### src/rtl/nolinear_loader.sv
// nolinear_loader: collects a stream of signed int8 beats into a DATA_NUM-lane
// vector, hands it to the non-linear stage with a one-cycle start pulse and
// holds it until the stage reports completion.
//
// Optional feature: define NOLINEAR_LOADER_TIMEOUT_EN to add a watchdog on the
// WAIT state (TIMEOUT_CYCLES cycles without nl_done) and the timeout_err port.
// Without the macro the loader waits for nl_done indefinitely.
module nolinear_loader #(
    parameter int DATA_NUM       = 16,
    parameter int TIMEOUT_CYCLES = 1024
) (
    input  logic                  clk,
    input  logic                  rst,
    input  logic                  s_valid,
    input  logic [7:0]            s_data,
    input  logic                  s_last,
    input  logic [1:0]            s_mode,
    output logic                  s_ready,
    output logic [DATA_NUM*8-1:0] vec_out,
    output logic [1:0]            mode_out,
    output logic                  en_out,
    input  logic                  nl_done,
    output logic                  busy
`ifdef NOLINEAR_LOADER_TIMEOUT_EN
    ,
    output logic                  timeout_err
`endif
);

    localparam int CNT_W = (DATA_NUM > 1) ? $clog2(DATA_NUM) : 1;

    localparam logic [1:0] ST_IDLE  = 2'd0;
    localparam logic [1:0] ST_FILL  = 2'd1;
    localparam logic [1:0] ST_ISSUE = 2'd2;
    localparam logic [1:0] ST_WAIT  = 2'd3;

    // Elaboration guard: both limits must be at least one.
    if (DATA_NUM < 1 || TIMEOUT_CYCLES < 1) begin : g_bad_params
        $error("nolinear_loader: DATA_NUM and TIMEOUT_CYCLES must be >= 1");
    end

    logic [1:0]       state;
    logic [CNT_W-1:0] cnt;
    logic             accept;
    logic             lane_last;

`ifdef NOLINEAR_LOADER_TIMEOUT_EN
    localparam int TO_W = (TIMEOUT_CYCLES > 1) ? $clog2(TIMEOUT_CYCLES) : 1;

    logic [TO_W-1:0] wait_cnt;
    logic            wait_expired;

    // The watchdog fires on the last of TIMEOUT_CYCLES WAIT cycles.
    assign wait_expired = (wait_cnt == TO_W'(TIMEOUT_CYCLES - 1));
`endif

    // Beats are taken only while collecting, and never while reset is held.
    assign s_ready   = rst && ((state == ST_IDLE) || (state == ST_FILL));
    assign accept    = s_valid && s_ready;
    assign lane_last = (cnt == CNT_W'(DATA_NUM - 1));
    assign busy      = (state != ST_IDLE);

    // Control FSM, lane counter and the held vector/mode registers.
    // NOTE: every register here uses <= so all updates see pre-edge values;
    // the lane bank is a flop array (not a RAM), so it is reset with the rest
    // and vec_out reads zero while rst is low.
    always_ff @(posedge clk or negedge rst) begin
        if (!rst) begin
            state    <= ST_IDLE;
            cnt      <= '0;
            vec_out  <= '0;
            mode_out <= 2'b00;
            en_out   <= 1'b0;
`ifdef NOLINEAR_LOADER_TIMEOUT_EN
            wait_cnt    <= '0;
            timeout_err <= 1'b0;
`endif
        end else begin
            en_out <= 1'b0;
`ifdef NOLINEAR_LOADER_TIMEOUT_EN
            timeout_err <= 1'b0;
`endif
            case (state)
                ST_IDLE: begin
                    if (accept) begin
                        // A new vector wipes every lane so a short vector
                        // leaves zeros behind, never stale data.
                        vec_out       <= '0;
                        vec_out[7:0]  <= s_data;
                        mode_out      <= s_mode;
                        if (s_last || DATA_NUM == 1) begin
                            state  <= ST_ISSUE;
                            en_out <= 1'b1;
                            cnt    <= '0;
                        end else begin
                            state <= ST_FILL;
                            cnt   <= CNT_W'(1);
                        end
                    end
                end
                ST_FILL: begin
                    if (accept) begin
                        for (int i = 0; i < DATA_NUM; i++) begin
                            if (cnt == CNT_W'(i)) begin
                                vec_out[i*8 +: 8] <= s_data;
                            end
                        end
                        // Remaining lanes were already cleared at vector start.
                        if (s_last || lane_last) begin
                            state  <= ST_ISSUE;
                            en_out <= 1'b1;
                            cnt    <= '0;
                        end else begin
                            cnt <= cnt + CNT_W'(1);
                        end
                    end
                end
                ST_ISSUE: begin
                    state <= ST_WAIT;
`ifdef NOLINEAR_LOADER_TIMEOUT_EN
                    wait_cnt <= '0;
`endif
                end
                ST_WAIT: begin
                    if (nl_done) begin
                        state <= ST_IDLE;
                    end
`ifdef NOLINEAR_LOADER_TIMEOUT_EN
                    else if (wait_expired) begin
                        state       <= ST_IDLE;
                        timeout_err <= 1'b1;
                    end else begin
                        wait_cnt <= wait_cnt + TO_W'(1);
                    end
`endif
                end
                default: state <= ST_IDLE;
            endcase
        end
    end

endmodule
### config.mk
export PLATFORM = sky130hd
export DESIGN_NAME = nolinear_loader
export DESIGN_NICKNAME = d
export VERILOG_FILES = /design/src/rtl/nolinear_loader.sv
export SDC_FILE = /design/constraint.sdc
export NUM_CORES = 1
export LEC_CHECK = 0
export CAP_MARGIN = 25
export CORE_ASPECT_RATIO = 0.8
export CORE_MARGIN = 8
export CORE_UTILIZATION = 40
export DETAILED_ROUTE_END_ITERATION = 6
export DONT_BUFFER_PORTS = 1
export SYNTH_ARGS = -nofsm -noshare
export SYNTH_HDL_FRONTEND = slang
export SYNTH_SLANG_ARGS = --single-unit
### constraint.sdc
create_clock -name clk -period 1.9 [get_ports clk]
set_clock_uncertainty 0.15 [all_clocks]
set_input_delay 0.57 -clock clk [delete_from_list [all_inputs] [get_ports clk]]
set_output_delay 0.57 -clock clk [all_outputs]
set_load 0.01 [all_outputs]
==> impl_metrics.ini <==
[logic_synthesis]
synth_seq_cells = 137
synthesized_nets = 393
cell_taking_the_most_area_after_synthesis = sky130_fd_sc_hd__dfrtp_1
synth.most_common_cell = sky130_fd_sc_hd__dfrtp_1
synth.lib_cells_used.distinct = 34
synth_warnings = 0
synth-main-ff-cell = sky130_fd_sc_hd__dfrtp_1
asyncSetResetFlopFracSynth_pct = 100
syn_inst = 369
synth_top_area_share_pct = 58.6
syn_area_per_cell_um2 = 15.9
synth_top_cells_by_area = sky130_fd_sc_hd__dfrtp_1, sky130_fd_sc_hd__mux2_1, sky130_fd_sc_hd__mux2_4, sky130_fd_sc_hd__a21oi_4, sky130_fd_sc_hd__ha_1
synth_edf_count = 0
synth_seq_area_share_pct = 58.6
ys_top_cells_by_count = sky130_fd_sc_hd__dfrtp_1, sky130_fd_sc_hd__mux2_1, sky130_fd_sc_hd__mux2_4
post_synth_instance_area_um2 = 5850

[sta]
finalCritPeriodShare_pct = 112
rsz_0062_raised_after_global_routing = yes
setup_ws_ns = -0.224
final-hold-violation-count = 137
fmax_ghz = 0.471
hold_ws_ns = -0.313
finalMaxSlewViolations = 0
post-route-min-period_ns = 2.12
tightestPinTransition_ns = 0.328
timing.final.setup_violations = 125
slew_headroom_pct = 78.1

[die]
floorplan_row_count = 39
fp.dieW_um = 151
fp.coreArea_um2 = 14300
die_height_um = 124
floorplan.initialDensity_pct = 40.9
fp.dieArea_um2 = 18800
io-pin-count = 148

[critical_path]
setup.worst_path.end_class = primary output
arrival_time_of_data_at_the_critical_path_endpoint_ns = 1.40
setup.worst_path.class = reg2out
worstSetupStartpointType = flop
worst-path-max-fanout = 3
critical_path_required_ns = 1.18
timing.reg2reg.worst_path_depth = 9

[min_path]
hp-class = in2async

[placed_design]
place_inst = 574
dp_hpwl_um = 10000
gpl.final_weighted_congestion = 0.749
post_dp_cell_area_um2 = 6470
buffer_ports.inserted = 0
place_ws_ns = -0.185

[clock_network]
cts-htree-levels = 4
cts_buffers = 17
cts_buffer_depth = 2
count_of_clock_tree_sinks = 137
cts_tree = built
clk_pin_slew_worst_paths_ns = 0.06
clock_tree.root_cell = sky130_fd_sc_hd__clkbuf_16
clkLatencyLatePin_ns = 0.41

[layout]
finalInstanceArea_um2 = 8040
layout.core_utilization_pct = 56.3
syn2layout_area_growth_pct = 37.5
n_fill_cell = 1116
fraction_of_final_layout_cells_sized_beyond_drive_strength_1_pct = 60.3
antenna-diode-count = 0
layoutNonFillerInstCount = 642
num-nets-final = 469

[global_routing]
grt_overflow_total = 0
grt_pass1_vias = 3771
grt_start_max_net_pins = 142
antenna_found_initial = 0
gr-usage-all-layers_pct = 18.0
grt_first_pass_wirelength_um = 25100

[run]
max-cap-violations = 0

[drt]
wirelength_um = 16300
drtPass1Iterations = 4
post_drt_via_cell_ratio = 5.33
postRouteAntennaNets = 0
routed_wire_length_per_instance_um = 25.3
vias = 3419
drc = 0
initialDrtViolationCount = 118

[power_and_ir_drop]
power.ir.vdd_worst_uv = 873
power_density_nw_per_um2 = 1790
power.leakage_uw = 0.00376

[outcome]
outcome = finished with violations
failed_checks = hold timing, setup timing
## layout by cell type, fill, tap and decap left out, drive strengths merged
master | synthesis | layout
dfrtp | 137 | 137
clkinvlp | 0 | 1
and3 | 1 | 1
or3b | 4 | 4
a31oi | 1 | 1
mux2i | 4 | 4
a221oi | 1 | 1
nand3 | 7 | 7
buf | 8 | 73
nand2b | 2 | 2
and2 | 8 | 9
or3 | 1 | 1
clkinv | 0 | 7
ha | 9 | 9
o21a | 1 | 1
nand2 | 2 | 2
nand3b | 8 | 8
o211ai | 1 | 1
inv | 8 | 9
o22ai | 1 | 1
nor2b | 1 | 1
a21oi | 17 | 17
clkbuf | 9 | 21
nor2 | 2 | 2
a2bb2oi | 1 | 1
mux2 | 130 | 130
a22o | 2 | 2
bufinv | 0 | 2
o21ai | 3 | 3
## timing repair
action                                 4_1_cts  5_1_grt
setup buffers                               36        9
gates resized for setup                    141       11
gates cloned                                 5        0
endpoints found under the hold margin      137      137
pin swaps                                   15        4
setup endpoints to repair                  132      134
## state kept, by name (all words and copies together), names as in the netlist
register	count
vec_out	128
cnt	4
mode_out	2
state	2
en_out	1
## cell families after synthesis
family,count (synthesis),synth area share (%)
AOI/OAI and AO/OA,28,5.71
adders and majority gates,9,1.93
buffers and inverters,25,2.03
DFF,137,58.6
muxes,134,27.8
and+or+nand+nor,36,3.96
## final cells by class
| cell class | instances | area [µm²] | area share, % |
|---|---|---|---|
| well taps | 184 | 230 | 2.86 |
| inverters | 8 | 32.5 | 0.404 |
| clock inverters | 11 | 123 | 1.52 |
| flip-flops and latches | 137 | 3430 | 42.6 |
| repair buffers | 73 | 988 | 12.3 |
| clock buffers | 21 | 450 | 5.60 |
| multi-input cells | 208 | 2790 | 34.7 |
## critical path, stage by stage, from the launching register on
cell                      delay [ns]
sky130_fd_sc_hd__dfrtp_1        0.42
sky130_fd_sc_hd__inv_2          0.08
sky130_fd_sc_hd__ha_4           0.18
sky130_fd_sc_hd__buf_6          0.12
sky130_fd_sc_hd__o21a_4         0.20
## power breakdown
part	internal [µW]	leakage, µW	total, µW	switching (µW)
Combinational	3290	0.00164	5110	1820
Sequential	4250	0.00184	6060	1810
Clock	1970	0.000281	3210	1250
Total	9500	0.00376	14400	4880
## routing by layer
layer,part of all wire [%],global-route usage (%),up-vias
met5,0,0,-
met3,11,8.75,13
met4,0.87,5.18,0
li1,-,-,1461
met2,47,27.6,119
met1,42,22.3,1826
## worst paths after layout
kind | from | end | slack [ns]
worst max-delay path | state[0] | s_ready | -0.22
min in group clk | s_data[0] | vec_out[0] | 0.14
max in group asynchronous | rst | cnt[0] | 1.73
worst min register to register | vec_out[14] | vec_out[14] | 0.44
worst min-delay path | rst | vec_out[51] | -0.31
worst max register to register | state[1] | vec_out[116] | -0.16
## through the flow
step / hold slack (ns) / setup TNS, ns / total power (µW)
floorplan: 0.124 / -1.68 / 7850
global placement: 0.130 / -8.75 / 9130
detailed placement: 0.130 / -13.51 / 9330
CTS: -0.319 / -12.49 / 14500
global route: -0.330 / -21.83 / 15100
finish: -0.313 / -13.06 / 14400
No activity file was read; power rests on OpenSTA's default activity.
